`config.mk`:
```
export PLATFORM = sky130hd
export DESIGN_NAME = wb_arb_decode_2x2
export DESIGN_NICKNAME = d
export VERILOG_FILES = /design/src/rtl/wb_arb_decode_2x2.sv
export SDC_FILE = /design/constraint.sdc
export NUM_CORES = 1
export LEC_CHECK = 0
export CORE_MARGIN = 2
export CORE_UTILIZATION = 26
export DETAILED_ROUTE_END_ITERATION = 7
export GPL_TIMING_DRIVEN = 0
export PLACE_DENSITY = 0.78
export SETUP_SLACK_MARGIN = 0.02
export SLEW_MARGIN = 30
export SYNTH_ARGS = -nofsm -noshare
export SYNTH_HDL_FRONTEND = slang
export SYNTH_SLANG_ARGS = --single-unit
```
`constraint.sdc`:
```
create_clock -name wb_clk_i -period 1.8 [get_ports wb_clk_i]
set_input_delay 0.36 -clock wb_clk_i [delete_from_list [all_inputs] [get_ports wb_clk_i]]
set_output_delay 0.36 -clock wb_clk_i [all_outputs]
set_load 0.03 [all_outputs]
```
`src/rtl/wb_arb_decode_2x2.sv`:
```
// Wishbone 2-master / 2-slave interconnect: round-robin arbitration held for the
// whole cycle, one-bit address decode, and a bus-timeout watchdog returning err.
module wb_arb_decode_2x2 #(
   parameter int ADDR_W  = 16,
   parameter int DATA_W  = 8,
   parameter int SEL_BIT = 15,
   parameter int TIMEOUT = 255
) (
   input  logic              wb_clk_i,
   input  logic              wb_rst_i,
   input  logic [ADDR_W-1:0] m0_adr_i,
   input  logic [DATA_W-1:0] m0_dat_i,
   output logic [DATA_W-1:0] m0_dat_o,
   input  logic              m0_we_i,
   input  logic              m0_stb_i,
   input  logic              m0_cyc_i,
   output logic              m0_ack_o,
   output logic              m0_err_o,
   input  logic [ADDR_W-1:0] m1_adr_i,
   input  logic [DATA_W-1:0] m1_dat_i,
   output logic [DATA_W-1:0] m1_dat_o,
   input  logic              m1_we_i,
   input  logic              m1_stb_i,
   input  logic              m1_cyc_i,
   output logic              m1_ack_o,
   output logic              m1_err_o,
   output logic [ADDR_W-1:0] s0_adr_o,
   output logic [DATA_W-1:0] s0_dat_o,
   input  logic [DATA_W-1:0] s0_dat_i,
   output logic              s0_we_o,
   output logic              s0_stb_o,
   output logic              s0_cyc_o,
   input  logic              s0_ack_i,
   output logic [ADDR_W-1:0] s1_adr_o,
   output logic [DATA_W-1:0] s1_dat_o,
   input  logic [DATA_W-1:0] s1_dat_i,
   output logic              s1_we_o,
   output logic              s1_stb_o,
   output logic              s1_cyc_o,
   input  logic              s1_ack_i,
   output logic [1:0]        gnt_o
);

   localparam int CNT_W = $clog2(TIMEOUT + 1);
   localparam logic [CNT_W-1:0] CNT_MAX = CNT_W'(TIMEOUT);

   typedef enum logic [1:0] {IDLE, GNT0, GNT1} state_t;

   state_t            state, state_nxt;
   logic              last_gnt, last_gnt_nxt;
   logic [CNT_W-1:0]  cnt, cnt_nxt;

   logic              granted;
   logic [ADDR_W-1:0] g_adr;
   logic [DATA_W-1:0] g_dat;
   logic              g_we, g_stb, g_cyc;
   logic              sel, sel_ack, expire;
   logic [DATA_W-1:0] sel_dat;

   always_ff @(posedge wb_clk_i) begin
      if (wb_rst_i) begin
         state    <= IDLE;
         last_gnt <= 1'b1;
         cnt      <= '0;
      end else begin
         state    <= state_nxt;
         last_gnt <= last_gnt_nxt;
         cnt      <= cnt_nxt;
      end
   end

   always_comb begin
      state_nxt    = state;
      last_gnt_nxt = last_gnt;
      granted      = 1'b0;
      g_adr        = '0;
      g_dat        = '0;
      g_we         = 1'b0;
      g_stb        = 1'b0;
      g_cyc        = 1'b0;
      cnt_nxt      = '0;

      case (state)
         IDLE: begin
            // On a tie the master that was not granted last wins.
            if (m0_cyc_i && (!m1_cyc_i || last_gnt)) begin
               state_nxt    = GNT0;
               last_gnt_nxt = 1'b0;
            end else if (m1_cyc_i) begin
               state_nxt    = GNT1;
               last_gnt_nxt = 1'b1;
            end
         end
         GNT0: begin
            granted = 1'b1;
            g_adr   = m0_adr_i;
            g_dat   = m0_dat_i;
            g_we    = m0_we_i;
            g_stb   = m0_stb_i;
            g_cyc   = m0_cyc_i;
            if (!m0_cyc_i) state_nxt = IDLE;
         end
         GNT1: begin
            granted = 1'b1;
            g_adr   = m1_adr_i;
            g_dat   = m1_dat_i;
            g_we    = m1_we_i;
            g_stb   = m1_stb_i;
            g_cyc   = m1_cyc_i;
            if (!m1_cyc_i) state_nxt = IDLE;
         end
         default: state_nxt = IDLE;
      endcase

      sel     = g_adr[SEL_BIT];
      sel_ack = sel ? s1_ack_i : s0_ack_i;
      sel_dat = sel ? s1_dat_i : s0_dat_i;
      expire  = granted && g_stb && (cnt == CNT_MAX);

      if (granted && g_stb && !sel_ack && !expire)
         cnt_nxt = (cnt == CNT_MAX) ? cnt : cnt + 1'b1;

      // Expiry drops the slave strobe; a coincident ack still wins over err.
      s0_adr_o = g_adr;
      s1_adr_o = g_adr;
      s0_dat_o = g_dat;
      s1_dat_o = g_dat;
      s0_cyc_o = !sel && g_cyc && !expire;
      s0_stb_o = !sel && g_stb && !expire;
      s0_we_o  = !sel && g_we;
      s1_cyc_o = sel && g_cyc && !expire;
      s1_stb_o = sel && g_stb && !expire;
      s1_we_o  = sel && g_we;

      m0_ack_o = (state == GNT0) && sel_ack;
      m0_err_o = (state == GNT0) && expire && !sel_ack;
      m0_dat_o = (state == GNT0) ? sel_dat : '0;
      m1_ack_o = (state == GNT1) && sel_ack;
      m1_err_o = (state == GNT1) && expire && !sel_ack;
      m1_dat_o = (state == GNT1) ? sel_dat : '0;

      gnt_o = {state == GNT1, state == GNT0};
   end

endmodule

```
; Word level (Yosys, flattened, before mapping)
; Index checks and enable logic that the tools add are counted.
[word_totals]
reg_bits = 11
latch_bits = 0
ramBits = 0
romBits = 0
inputBits = 74
output_inout_bits = 76
memories = 0
[op_classes]
addsub = 1
mul = 0
div_mod_pow = 0
order_cmp = 0
eq_ne = 6
n_shift = 0
muxes = 17
bitwise_logic = 1
n_reduce_logical = 32
[ops]
columns = op, n
row1 = 16-bit case mux with 2 select lines, 1
row2 = 8-bit two-way mux, 3
row3 = 1-bit logical AND, 21
row4 = 8-bit case mux with 2 select lines, 1
row5 = "8-bit by 1-bit adder with 8-bit output, second input constant", 1
row6 = "8-bit equality test, second input constant", 1
row7 = 2-bit two-way mux, 4
row8 = 1-bit case mux with 2 select lines, 3
row9 = 2-bit case mux with 3 select lines, 1
row10 = 1-bit logical NOT, 4
row11 = 1-bit two-way mux, 4
row12 = "2-bit != test, second input constant", 2
row13 = 2-bit OR reduction, 2
row14 = "3-bit != test, second input constant", 1
row15 = 3-bit AND reduction, 1
row16 = "2-bit by 1-bit equality test with 1-bit output, second input constant", 1
row17 = "2-bit equality test, second input constant", 1
row18 = 2-bit logical NOT, 1
row19 = 2-bit AND reduction, 1
row20 = 2-bit nonzero test, 1
row21 = 1-bit logical OR, 1
row22 = 1-bit inverter, 1

; Logic depth before layout (Yosys ltp)
; Gate-level depths: netlist (run 1).
[logic_depth]
ltp_word = 9
ltp_mapped = 7
ltp_nobuf = 6

; Least setup slack after synthesis (run 1)
; OpenSTA, ideal clock, no wires.
[synth_timing]
kind = register to output
start = register state[1]
end = output port s1_adr_o[12]
t_arrival_ns = 2.087
t_required_ns = 1.440
path_slack_ns = -0.647
path_stages_with_launch = 8
path_cell_list = dfxtp_1 -> inv_1 -> ha_1 -> buf_4 -> clkbuf_1 -> a22oi_1 -> nor2_1 -> buf_4
[synth_via]
elab_chain_len = 2
elab_cells_between_ends = 3
[synth_lines]
columns = item, line
row1 = from (decl), 49  ; state_t state, state_nxt;
row2 = from (signal assigned), 66  ; state <= state_nxt;
row3 = 2-bit by 1-bit equality test with 1-bit output, -
row4 = via gnt_o[0], 41  ; output logic [1:0] gnt_o
row5 = 16-bit case mux with 2 select lines, 83  ; case (state)
row6 = to (decl), 34  ; output logic [ADDR_W-1:0] s1_adr_o,
; The timed path passes the listed nets, and every way through them passes these cells.

; Final worst setup path (run 1)
[layout_timing]
start = register state[0]
end = output port m1_err_o
[layout_via]
elab_chain_len = 7
elab_cells_between_ends = 12
[layout_lines]
columns = item, line
row1 = 2-bit by 1-bit equality test with 1-bit output or 2-bit equality test (tied branches), "83, 139"
row2 = 2-bit OR reduction (no source line), -
row3 = 1-bit two-way mux, 83
row4 = 1-bit logical AND (2 in series), 118  ; expire = granted && g_stb && (cnt == CNT_MAX);
row5 = 1-bit logical AND, 139  ; m1_err_o = (state == GNT1) && expire && !sel_ack;
row6 = 1-bit logical AND *, 139
row7 = to (decl), 26  ; output logic m1_err_o,
; Every way passes the cells marked *; elsewhere a longest branch is shown, timed or not.

==> metrics.txt, run 1 <==
# TYPE chip_impl_metric gauge
chip_impl_metric{name="p_per_cell_area",unit="nW/µm²"} 510
chip_impl_metric{name="critical-path-max-stage-delay",unit="ns"} 0.37
chip_impl_info{name="cts_tree",value="built"} 1
chip_impl_info{name="timing.critical_path.slowest_stage_cell",value="dfxtp_4"} 1
chip_impl_metric{name="synth_area_per_cell",unit="µm²"} 7.28
chip_impl_metric{name="buffer_ports.inserted",unit=""} 149
chip_impl_info{name="most-common-layout-cells",value="106 x buf_6, 71 x clkdlybuf4s50_1, 26 x nor2_4"} 1
chip_impl_metric{name="postSynthRegisterBits",unit=""} 11
chip_impl_metric{name="critical_path.n_buffers_inverters",unit=""} 3
chip_impl_metric{name="drt_via_density",unit=""} 4.87
chip_impl_metric{name="crit_required",unit="ns"} 1.44
chip_impl_metric{name="die_width",unit="µm"} 76.6
chip_impl_metric{name="diodes",unit=""} 0
chip_impl_info{name="timing.critical_path.max_delay_family",value="flip-flops"} 1
chip_impl_metric{name="power.static_leakage",unit="µW"} 0.00177
chip_impl_metric{name="hold_violations",unit=""} 0
chip_impl_metric{name="die_area",unit="µm²"} 5860
chip_impl_metric{name="detail_route.wirelength",unit="mm"} 8.15
chip_impl_metric{name="drc",unit=""} 0
chip_impl_metric{name="finalCriticalPeriod",unit="ns"} 2.29
chip_impl_metric{name="clk_latency",unit="ns"} 0.24
chip_impl_metric{name="net_switching_share_of_the_total_power",unit="%"} 41.5
chip_impl_info{name="critical_path.cell_chain",value="inv_4 -> ha_4 -> a22o_4 -> nand2_8 -> buf_12 -> mux2i_4 -> and4_4 -> buf_6"} 1
chip_impl_metric{name="r2r_cells",unit=""} 9
chip_impl_metric{name="gpl.final_weighted_congestion",unit=""} 0.752
chip_impl_metric{name="dr_total_vias",unit=""} 2192
chip_impl_metric{name="clock_sinks",unit=""} 11
chip_impl_metric{name="postLayoutCoreUtil",unit="%"} 86.6
chip_impl_metric{name="clk_pin_slew",unit="ns"} 0.05
chip_impl_metric{name="seqPwrFrac",unit="%"} 11.8
chip_impl_info{name="rsz0062_at_grt",value="true"} 1
chip_impl_metric{name="drt-wirelength-per-cell",unit="µm"} 18.1
chip_impl_metric{name="total_internal_power",unit="µW"} 1320
chip_impl_metric{name="skew",unit="ns"} 0.00277
chip_impl_metric{name="fp.coreArea",unit="µm²"} 5110
chip_impl_metric{name="detailedRoute.firstIterationViolations",unit=""} 73
chip_impl_metric{name="finish.net_count",unit=""} 459
chip_impl_metric{name="synth_cell_types",unit=""} 32
chip_impl_metric{name="final_layout_size_suffix_gt1_share",unit="%"} 66.8
chip_impl_metric{name="place_hpwl",unit="mm"} 5.06
chip_impl_metric{name="syn-instance-count",unit=""} 188
chip_impl_metric{name="pre_cts_ws",unit="ns"} -1.02
chip_impl_metric{name="critical_path.max_fanout",unit=""} 5
chip_impl_metric{name="final.period_utilization",unit="%"} 127
chip_impl_metric{name="tns_setup",unit="ns"} -24.73
chip_impl_metric{name="grt_start_max_net_pins",unit=""} 11
chip_impl_metric{name="vias_in_the_first_global_route",unit=""} 2242
chip_impl_metric{name="syn_area",unit="µm²"} 1370
chip_impl_info{name="min_path_type",value="flip-flop to flip-flop"} 1
chip_impl_metric{name="timing.max_cap.violations",unit=""} 0
chip_impl_metric{name="switching_power",unit="µW"} 935
chip_impl_metric{name="cts_max_level",unit=""} 1
chip_impl_metric{name="maxSlewViolCount",unit=""} 0
chip_impl_metric{name="cts_hold_buf",unit=""} 0
chip_impl_metric{name="area.growth.synth_to_final",unit="%"} 223
chip_impl_metric{name="fmax",unit="GHz"} 0.436
chip_impl_metric{name="synth.net_count",unit=""} 266
chip_impl_metric{name="slew_headroom",unit="%"} 73.8
chip_impl_metric{name="setup_ws",unit="ns"} -0.492
chip_impl_metric{name="grt_antenna_before_repair",unit=""} 0
chip_impl_metric{name="grt_first_pass_wirelength",unit="mm"} 12.1
chip_impl_metric{name="std_cell_rows",unit=""} 26
chip_impl_metric{name="hold_path_depth",unit=""} 1
chip_impl_info{name="type_of_the_worst_setup_path",value="flip-flop to output pin"} 1
chip_impl_metric{name="dr_pass1_iterations",unit=""} 4
chip_impl_metric{name="initial_core_util",unit="%"} 26.8
chip_impl_metric{name="cts_buffers",unit=""} 3
chip_impl_metric{name="timing.critical_path.depth",unit=""} 8
chip_impl_info{name="critPathCaptureType",value="output pin"} 1
chip_impl_metric{name="gr_ovfl_total",unit=""} 0
chip_impl_info{name="failed_checks",value="setup timing"} 1
chip_impl_metric{name="worst-endpoint-arrival",unit="ns"} 1.93
chip_impl_metric{name="timing.hold.ws",unit="ns"} 0.455
chip_impl_info{name="status",value="finished with violations"} 1
chip_impl_metric{name="synth.yosys.warnings",unit=""} 0
chip_impl_metric{name="irDropWorstVdd",unit="mV"} 0.649
chip_impl_metric{name="ant_nets",unit=""} 0
chip_impl_metric{name="tightestPinTransition",unit="ns"} 0.393
chip_impl_metric{name="setup_violations",unit=""} 82
chip_impl_info{name="timing.critical_path.from_type",value="flip-flop"} 1
chip_impl_metric{name="grtUsageTotal",unit="%"} 25.7
chip_impl_metric{name="clock_path_buffers",unit=""} 2
chip_impl_info{name="mostFrequentLayoutCell",value="buf_6"} 1
chip_impl_metric{name="synth-seq-area-share",unit="%"} 16.1
chip_impl_info{name="clock-root-buffer",value="clkbuf_8"} 1
chip_impl_metric{name="pin_count",unit=""} 150
chip_impl_metric{name="post-place-cells",unit=""} 407
chip_impl_metric{name="p_clk_share",unit="%"} 11.3
chip_impl_metric{name="power.share.combinational",unit="%"} 76.9
chip_impl_metric{name="instances_no_fill",unit=""} 450
chip_impl_metric{name="die_h",unit="µm"} 76.6
==> cell usage after synthesis, drive strengths merged <==
master / n / area, µm²
clkbuf: 8 / 30.0
clkinv: 1 / 3.75
nand3b: 1 / 11.3
a21oi: 3 / 15.0
o21ai: 3 / 15.0
and2: 1 / 6.26
mux2i: 10 / 100
nor2b: 18 / 113
xor2: 4 / 35.0
a22o: 1 / 17.5
or2: 1 / 6.26
xnor2: 1 / 8.76
nor4: 1 / 6.26
a31oi: 1 / 6.26
buf: 27 / 203
nand3: 2 / 10.0
and3: 3 / 18.8
nor2: 36 / 135
dfxtp: 11 / 220
inv: 6 / 22.5
nand2: 10 / 40.0
a21o: 1 / 7.51
a22oi: 27 / 216
a2111oi: 1 / 27.5
ha: 4 / 50.1
nor3: 1 / 5.00
o2111ai: 1 / 8.76
nand4: 2 / 12.5
and4: 2 / 17.5
==> timing repair <==
action,in CTS,in global routing
endpoints found under the setup margin,76,82
resized for setup,561,42
pin swaps,31,36
gates cloned,5,0
setup buffers,27,16
==> path summary, 6_finish.rpt <==
| kind | start | endpoint | slack (ns) |
|---|---|---|---|
| max | state[0] | m1_err_o | -0.49 |
| min | cnt[0] | cnt[0] | 0.45 |
| max reg2reg | state[1] | cnt[7] | -0.19 |
| min reg2reg | cnt[0] | cnt[0] | 0.45 |
==> sequential cells by signal (all words and copies together) (netlist names) <==
name,cells
cnt,8
last_gnt,1
state,2
==> logic make-up (layout without fill, tap and decap cells) <==
family | Yosys count | count (layout) | synth area share (%)
buf+inv | 42 | 234 | 18.9
flops | 11 | 11 | 16.1
xor+xnor | 5 | 5 | 3.20
simple gates | 78 | 78 | 27.9
compound gates | 38 | 38 | 22.9
fa+ha+maj | 4 | 4 | 3.66
mux | 10 | 10 | 7.31
==> area by class of cell <==
| class | instances | area (µm²) |
|---|---|---|
| Sequential cell | 11 | 228 |
| Clock buffer | 3 | 41.3 |
| Multi-Input combinational cell | 135 | 1510 |
| Buffer | 29 | 410 |
| Fill cell | 239 | 686 |
| Timing Repair Buffer | 193 | 2090 |
| Tap cell | 70 | 87.6 |
| Timing Repair inverter | 1 | 11.3 |
| Inverter | 7 | 46.3 |
| Clock inverter | 1 | 5.00 |
==> routing by layer <==
metal	global-route usage [%]	up-vias	part of all wire [%]
li1	-	1021	-
met1	27.2	1047	36
met2	51.6	108	57
met3	5.33	16	5.6
met4	5.27	0	1.9
met5	0	-	0
==> power by group through the flow <==
| stage | Clock (µW) | Sequential (µW) | Combinational, µW |
|---|---|---|---|
| 3_5_place_dp | 0 | 269 | 1250 |
| 3_3_place_gp | 0 | 269 | 1230 |
| 6_report | 254 | 266 | 1730 |
| 4_1_cts | 251 | 266 | 1650 |
| 2_1_floorplan | 0 | 267 | 816 |
| 5_1_grt | 268 | 267 | 1810 |
==> per-stage QoR <==
stage,total power (µW),area (µm²)
after detailed placement,1520,3540
after floorplan,1080,1970
after CTS,2170,4240
after global routing,2340,4420
final,2250,4420
after global placement,1500,3540
Note: power is estimated with default switching activity, not from simulation.
==> run 2: changes to the inputs <==
CORE_MARGIN = not set   (was 2)
SETUP_SLACK_MARGIN = 0.05   (was 0.02)
==> metrics.txt, run 2 (synthesis gave the netlist of run 1 again) <==
# TYPE chip_impl_metric gauge
chip_impl_info{name="max_flop_register",value="cnt"} 1
chip_impl_info{name="cts_tree",value="built"} 1
chip_impl_metric{name="postLayoutCoreUtil",unit="%"} 88.0
chip_impl_metric{name="grt_antenna_before_repair",unit=""} 0
chip_impl_metric{name="slew_headroom",unit="%"} 76.1
chip_impl_metric{name="die_area",unit="µm²"} 5560
chip_impl_metric{name="die_h",unit="µm"} 74.6
chip_impl_metric{name="grt_start_max_net_pins",unit=""} 11
chip_impl_metric{name="r2r_slack",unit="ns"} -0.17
chip_impl_metric{name="sequential_cell_area",unit="µm²"} 228
chip_impl_metric{name="cts_hold_buf",unit=""} 0
chip_impl_metric{name="finalCriticalPeriod",unit="ns"} 2.32
chip_impl_info{name="failed_checks",value="setup timing"} 1
chip_impl_metric{name="die_width",unit="µm"} 74.6
chip_impl_info{name="crit-reg2reg-launch",value="state[0]"} 1
chip_impl_info{name="min_path_type",value="flip-flop to flip-flop"} 1
chip_impl_metric{name="timing.critical_path.depth",unit=""} 8
chip_impl_metric{name="critical_path.max_fanout",unit=""} 5
chip_impl_info{name="status",value="finished with violations"} 1
chip_impl_metric{name="pre_cts_ws",unit="ns"} -1.03
chip_impl_info{name="setup.worst_path.start",value="state[1]"} 1
chip_impl_metric{name="clk_pin_slew",unit="ns"} 0.05
chip_impl_metric{name="largest_reg_flops",unit=""} 8
chip_impl_metric{name="maxSlewViolCount",unit=""} 0
chip_impl_metric{name="fill_cells",unit=""} 232
chip_impl_metric{name="detail_route.wirelength",unit="mm"} 9.64
chip_impl_metric{name="irDropWorstVdd",unit="mV"} 0.531
chip_impl_info{name="r2r_end",value="cnt[5]"} 1
chip_impl_metric{name="vias_in_the_first_global_route",unit=""} 2297
chip_impl_info{name="clock-root-buffer",value="clkbuf_8"} 1
chip_impl_metric{name="std_cell_rows",unit=""} 26
chip_impl_info{name="largestRegisters",value="cnt (8), state (2), last_gnt (1)"} 1
chip_impl_metric{name="drc",unit=""} 0
chip_impl_metric{name="drt-wirelength-per-cell",unit="µm"} 21.3
chip_impl_info{name="most-common-layout-cells",value="107 x buf_6, 71 x clkdlybuf4s50_1, 27 x nor2_4"} 1
chip_impl_metric{name="gr_ovfl_total",unit=""} 0
chip_impl_info{name="type_of_the_worst_setup_path",value="flip-flop to output pin"} 1
chip_impl_metric{name="initial_core_util",unit="%"} 27.0
chip_impl_metric{name="pin_count",unit=""} 150
chip_impl_info{name="timing.critical_path.max_delay_family",value="flip-flops"} 1
chip_impl_metric{name="ant_nets",unit=""} 0
chip_impl_metric{name="fmax",unit="GHz"} 0.431
chip_impl_metric{name="gpl.final_weighted_congestion",unit=""} 0.863
chip_impl_metric{name="worst-endpoint-arrival",unit="ns"} 1.96
chip_impl_metric{name="p_per_cell_area",unit="nW/µm²"} 526
chip_impl_metric{name="area_of_combinational_cells_with_multiple_inputs",unit="µm²"} 1490
chip_impl_info{name="critPathCaptureType",value="output pin"} 1
chip_impl_metric{name="dr_pass1_iterations",unit=""} 4
chip_impl_metric{name="crit_required",unit="ns"} 1.44
chip_impl_metric{name="final.period_utilization",unit="%"} 129
chip_impl_metric{name="drt_via_density",unit=""} 5.16
chip_impl_metric{name="cts_buffers",unit=""} 3
chip_impl_metric{name="clock_path_buffers",unit=""} 2
chip_impl_info{name="rsz0062_at_grt",value="true"} 1
chip_impl_metric{name="tightestPinTransition",unit="ns"} 0.358
chip_impl_metric{name="setup_violations",unit=""} 82
chip_impl_info{name="timing.critical_path.from_type",value="flip-flop"} 1
chip_impl_metric{name="power.static_leakage",unit="µW"} 0.00176
chip_impl_metric{name="critical_path.n_buffers_inverters",unit=""} 3
chip_impl_metric{name="buffer_ports.inserted",unit=""} 149
chip_impl_info{name="critical_path.cell_chain",value="inv_4 -> ha_4 -> a22o_4 -> nand2_8 -> buf_12 -> mux2i_4 -> nor2b_2 -> buf_6"} 1
chip_impl_metric{name="timing.max_cap.violations",unit=""} 0
chip_impl_metric{name="setup_ws",unit="ns"} -0.521
chip_impl_metric{name="grt_first_pass_wirelength",unit="mm"} 11.6
chip_impl_metric{name="fp.coreArea",unit="µm²"} 5070
chip_impl_metric{name="dr_total_vias",unit=""} 2333
chip_impl_metric{name="cts_max_level",unit=""} 1
chip_impl_metric{name="place_hpwl",unit="mm"} 4.85
chip_impl_metric{name="area.growth.synth_to_final",unit="%"} 226
chip_impl_metric{name="final_layout_size_suffix_gt1_share",unit="%"} 67.3
chip_impl_metric{name="r2r_cells",unit=""} 10
chip_impl_metric{name="finish.net_count",unit=""} 461
chip_impl_metric{name="hold_violations",unit=""} 0
chip_impl_info{name="setup.worst_path.end",value="m1_dat_o[4]"} 1
chip_impl_metric{name="detailedRoute.firstIterationViolations",unit=""} 109
chip_impl_info{name="mostFrequentLayoutCell",value="buf_6"} 1
chip_impl_metric{name="clock_sinks",unit=""} 11
chip_impl_info{name="timing.critical_path.slowest_stage_cell",value="dfxtp_4"} 1
chip_impl_metric{name="skew",unit="ns"} 0.000650
chip_impl_metric{name="grtUsageTotal",unit="%"} 27.7
chip_impl_metric{name="clk_latency",unit="ns"} 0.24
chip_impl_metric{name="diodes",unit=""} 0
chip_impl_metric{name="critical-path-max-stage-delay",unit="ns"} 0.38
==> run 2: cell types whose count changed in the layout (fill, tap and decap cells not counted), sizes merged <==
cell / change
clkdlybuf4s15: +2
clkinv: +1
dlygate4sd2: +1
dlymetal6s2s: -1
inv: -1
==> run 2: cell type report <==
class                      instances  share of cell area (%)
timing repair inverter             1                   0.364
inverter                           7                    1.04
timing repair buffer             189                    45.8
clock buffer                       3                   0.924
buffer                            35                    11.3
clock inverter                     1                   0.112
tap                               70                    1.96
sequential                        11                    5.10
multi-input combinational        135                    33.4
==> run 2: how the worst min path moves through the flow <==
| stage | from | to | slack (ns) | depth (start not counted) |
|---|---|---|---|---|
| 2_1_floorplan | cnt[0] | cnt[0] | 0.41 | 1 |
| 3_3_place_gp | cnt[0] | cnt[0] | 0.42 | 1 |
| 3_5_place_dp | cnt[0] | cnt[0] | 0.43 | 1 |
| 4_1_cts | cnt[0] | cnt[0] | 0.44 | 1 |
| 5_1_grt | cnt[0] | cnt[0] | 0.48 | 1 |
| 6_report | cnt[0] | cnt[0] | 0.45 | 1 |
==> run 2: power by group <==
part / switching (µW) / internal [µW] / total, µW
Clock: 101 / 153 / 253
Combinational: 871 / 958 / 1830
Sequential: 13.2 / 254 / 267
==> run 2: worst register-to-register path, cell delays in order (launching register included) <==
cell and delay [ns]:
dfxtp_4 0.36, inv_4 0.07, ha_4 0.14, buf_4 0.13, buf_12 0.12, a22oi_4 0.09, buf_6 0.14, buf_4 0.13
a2111oi_4 0.38, nand3b_2 0.18, nor2_1 0.16
==> run 2: metrics by stage <==
step	area (µm²)	TNS [ns]	power [µW]	cells	hold slack [ns]
2_1_floorplan	1980	-3.74	1090	188	0.413
3_3_place_gp	3550	-49.67	1510	407	0.424
3_5_place_dp	3550	-50.77	1520	407	0.431
4_1_cts	4330	-22.35	2240	438	0.439
5_1_grt	4470	-29.66	2420	452	0.475
6_report	4470	-26.69	2350	452	0.450
==> run 2: metal layers <==
layer  up-vias  GRT usage [%]  routed length, µm
met4         0           12.4                414
met3        36           4.74                734
met2       154           52.2               5260
li1       1022              -                  -
met1      1121           30.0               3230
met5         -              0                  0
==> run 2: timing repair <==
action	CTS	global route
pin swaps	16	26
setup buffers	21	18
resized for setup	577	21
setup endpoints to repair	76	82
cloned	6	2
==> run 3: changes to the inputs <==
CORE_ASPECT_RATIO = 1.25   (was not set)
CORE_MARGIN = 1   (was not set)
==> metrics.txt, run 3 (synthesis gave the netlist of run 1 again) <==
# TYPE chip_impl_metric gauge
chip_impl_metric{name="fin_total_pwr",unit="µW"} 2290
chip_impl_metric{name="clk_pin_slew",unit="ns"} 0.05
chip_impl_metric{name="hold_path_depth",unit=""} 1
chip_impl_metric{name="gpl.final_weighted_congestion",unit=""} 0.774
chip_impl_metric{name="critical_path.max_fanout",unit=""} 5
chip_impl_metric{name="detailedRoute.firstIterationViolations",unit=""} 45
chip_impl_metric{name="die_h",unit="µm"} 83.1
chip_impl_metric{name="detail_route.wirelength",unit="mm"} 8.21
chip_impl_metric{name="die_width",unit="µm"} 66.9
chip_impl_info{name="timing.critical_path.from_type",value="flip-flop"} 1
chip_impl_info{name="status",value="finished with violations"} 1
chip_impl_info{name="critical_path.most_common_cell",value="buf_6"} 1
chip_impl_metric{name="setup_ws",unit="ns"} -0.489
chip_impl_metric{name="finalCriticalPeriod",unit="ns"} 2.29
chip_impl_metric{name="maxSlewViolCount",unit=""} 0
chip_impl_metric{name="post-place-cells",unit=""} 399
chip_impl_metric{name="crit_required",unit="ns"} 1.44
chip_impl_metric{name="design_area",unit="µm²"} 4510
chip_impl_metric{name="tightestPinTransition",unit="ns"} 0.400
chip_impl_info{name="timing.critical_path.max_delay_family",value="buffers and inverters"} 1
chip_impl_metric{name="clock_path_buffers",unit=""} 2
chip_impl_metric{name="timing.hold.ws",unit="ns"} 0.456
chip_impl_metric{name="ant_nets",unit=""} 0
chip_impl_metric{name="gr_ovfl_total",unit=""} 0
chip_impl_info{name="critPathCaptureType",value="output pin"} 1
chip_impl_metric{name="timing.critical_path.depth",unit=""} 9
chip_impl_metric{name="die_area",unit="µm²"} 5560
chip_impl_metric{name="cts_max_level",unit=""} 1
chip_impl_metric{name="largest_reg_flops",unit=""} 8
chip_impl_metric{name="detailed_place.area",unit="µm²"} 3540
chip_impl_metric{name="buffer_ports.inserted",unit=""} 149
chip_impl_metric{name="r2r_cells",unit=""} 10
chip_impl_metric{name="vias_in_the_first_global_route",unit=""} 2256
chip_impl_metric{name="setup_violations",unit=""} 82
chip_impl_metric{name="critical-path-max-stage-delay",unit="ns"} 0.38
chip_impl_metric{name="drt-wirelength-per-cell",unit="µm"} 18.5
chip_impl_metric{name="final_layout_size_suffix_gt1_share",unit="%"} 68.0
chip_impl_metric{name="pin_count",unit=""} 150
chip_impl_metric{name="cts_buffers",unit=""} 3
chip_impl_metric{name="finish.net_count",unit=""} 460
chip_impl_metric{name="fmax",unit="GHz"} 0.437
chip_impl_metric{name="drt_via_density",unit=""} 4.90
chip_impl_metric{name="place_hpwl",unit="mm"} 4.78
chip_impl_info{name="critical_path.cell_chain",value="inv_4 -> ha_4 -> a22o_4 -> nand2_8 -> buf_12 -> mux2i_4 -> buf_6 -> nor2b_4 -> buf_6"} 1
chip_impl_metric{name="grtUsageTotal",unit="%"} 26.9
chip_impl_metric{name="instances_no_fill",unit=""} 443
chip_impl_metric{name="grt_antenna_before_repair",unit=""} 0
chip_impl_metric{name="timing.max_cap.violations",unit=""} 0
chip_impl_metric{name="power.static_leakage",unit="µW"} 0.00177
chip_impl_info{name="min_path_type",value="flip-flop to flip-flop"} 1
chip_impl_info{name="cts_tree",value="built"} 1
chip_impl_info{name="clock-root-buffer",value="clkbuf_8"} 1
chip_impl_metric{name="irDropWorstVdd",unit="mV"} 0.722
chip_impl_metric{name="critical_path.n_buffers_inverters",unit=""} 4
chip_impl_info{name="timing.critical_path.slowest_stage_cell",value="dfxtp_4"} 1
chip_impl_metric{name="p_per_cell_area",unit="nW/µm²"} 509
chip_impl_metric{name="drc",unit=""} 0
chip_impl_metric{name="final.period_utilization",unit="%"} 127
chip_impl_info{name="setup.worst_path.start",value="state[0]"} 1
chip_impl_metric{name="dr_total_vias",unit=""} 2169
chip_impl_metric{name="dr_pass1_iterations",unit=""} 4
chip_impl_info{name="max_flop_register",value="cnt"} 1
chip_impl_info{name="most-common-layout-cells",value="113 x buf_6, 71 x clkdlybuf4s50_1, 28 x nor2_4"} 1
chip_impl_metric{name="initial_core_util",unit="%"} 26.9
chip_impl_info{name="type_of_the_worst_setup_path",value="flip-flop to output pin"} 1
chip_impl_metric{name="grt_first_pass_wirelength",unit="mm"} 11.3
chip_impl_metric{name="skew",unit="ns"} 0.00537
chip_impl_info{name="crit-reg2reg-launch",value="state[0]"} 1
chip_impl_metric{name="grt_start_max_net_pins",unit=""} 11
chip_impl_info{name="mostFrequentLayoutCell",value="buf_6"} 1
chip_impl_metric{name="slew_headroom",unit="%"} 73.3
chip_impl_metric{name="clock_sinks",unit=""} 11
chip_impl_info{name="failed_checks",value="setup timing"} 1
chip_impl_metric{name="fill_cells",unit=""} 222
chip_impl_metric{name="clk_latency",unit="ns"} 0.24
chip_impl_info{name="largestRegisters",value="cnt (8), state (2), last_gnt (1)"} 1
chip_impl_info{name="rsz0062_at_grt",value="true"} 1
chip_impl_metric{name="area.growth.synth_to_final",unit="%"} 229
chip_impl_metric{name="diodes",unit=""} 0
chip_impl_info{name="min-delay-start",value="cnt[0]"} 1
chip_impl_metric{name="std_cell_rows",unit=""} 29
chip_impl_metric{name="fp.coreArea",unit="µm²"} 5080
chip_impl_metric{name="hold_violations",unit=""} 0
chip_impl_metric{name="worst-endpoint-arrival",unit="ns"} 1.93
## run 3: metal layers
layer	vias up	share of wire [%]	GRT usage, %
met5	-	0	0
met4	0	4.8	13.3
met3	30	4.8	3.85
met2	97	56	52.4
met1	1022	35	25.6
li1	1020	-	-
## run 3: final cells by class
cell class / instances / area (µm²) / area share [%]
buffer: 32 / 470 / 10.4
clock buffer: 4 / 45.0 / 1.00
inverter: 7 / 46.3 / 1.03
multi-input combinational: 135 / 1530 / 34.0
sequential: 11 / 228 / 5.05
tap: 62 / 77.6 / 1.72
timing repair buffer: 191 / 2090 / 46.3
timing repair inverter: 1 / 16.3 / 0.361
## run 3: repair_timing
action | CTS | global route
setup buffers | 25 | 11
gates cloned | 5 | 3
resized for setup | 558 | 38
pin swaps | 26 | 21
endpoints found under the setup margin | 76 | 82
hold buffers | 0 | 0
## run 3: final timing paths
check	to	slack, ns
worst min register to register	cnt[0]	0.46
worst min-delay path	cnt[0]	0.46
worst max-delay path	m0_dat_o[1]	-0.49
worst max register to register	cnt[3]	-0.07
## run 3: metrics by stage
stage               util, %  setup TNS [ns]  setup WS [ns]
global route           88.7          -27.48         -0.534
finish                 88.7          -23.95         -0.489
detailed placement     69.8          -49.25         -0.995
CTS                    83.9          -21.73         -0.499
global placement       69.8          -48.47         -0.993
floorplan                 -           -3.74         -0.122
## run 3: power by group
| group | internal (µW) | leakage, µW | switching, µW |
|---|---|---|---|
| sequential | 254 | 0.0000905 | 13.0 |
| clock | 156 | 0.0000228 | 95.4 |
| combinational | 932 | 0.00166 | 843 |
| total | 1340 | 0.00177 | 952 |
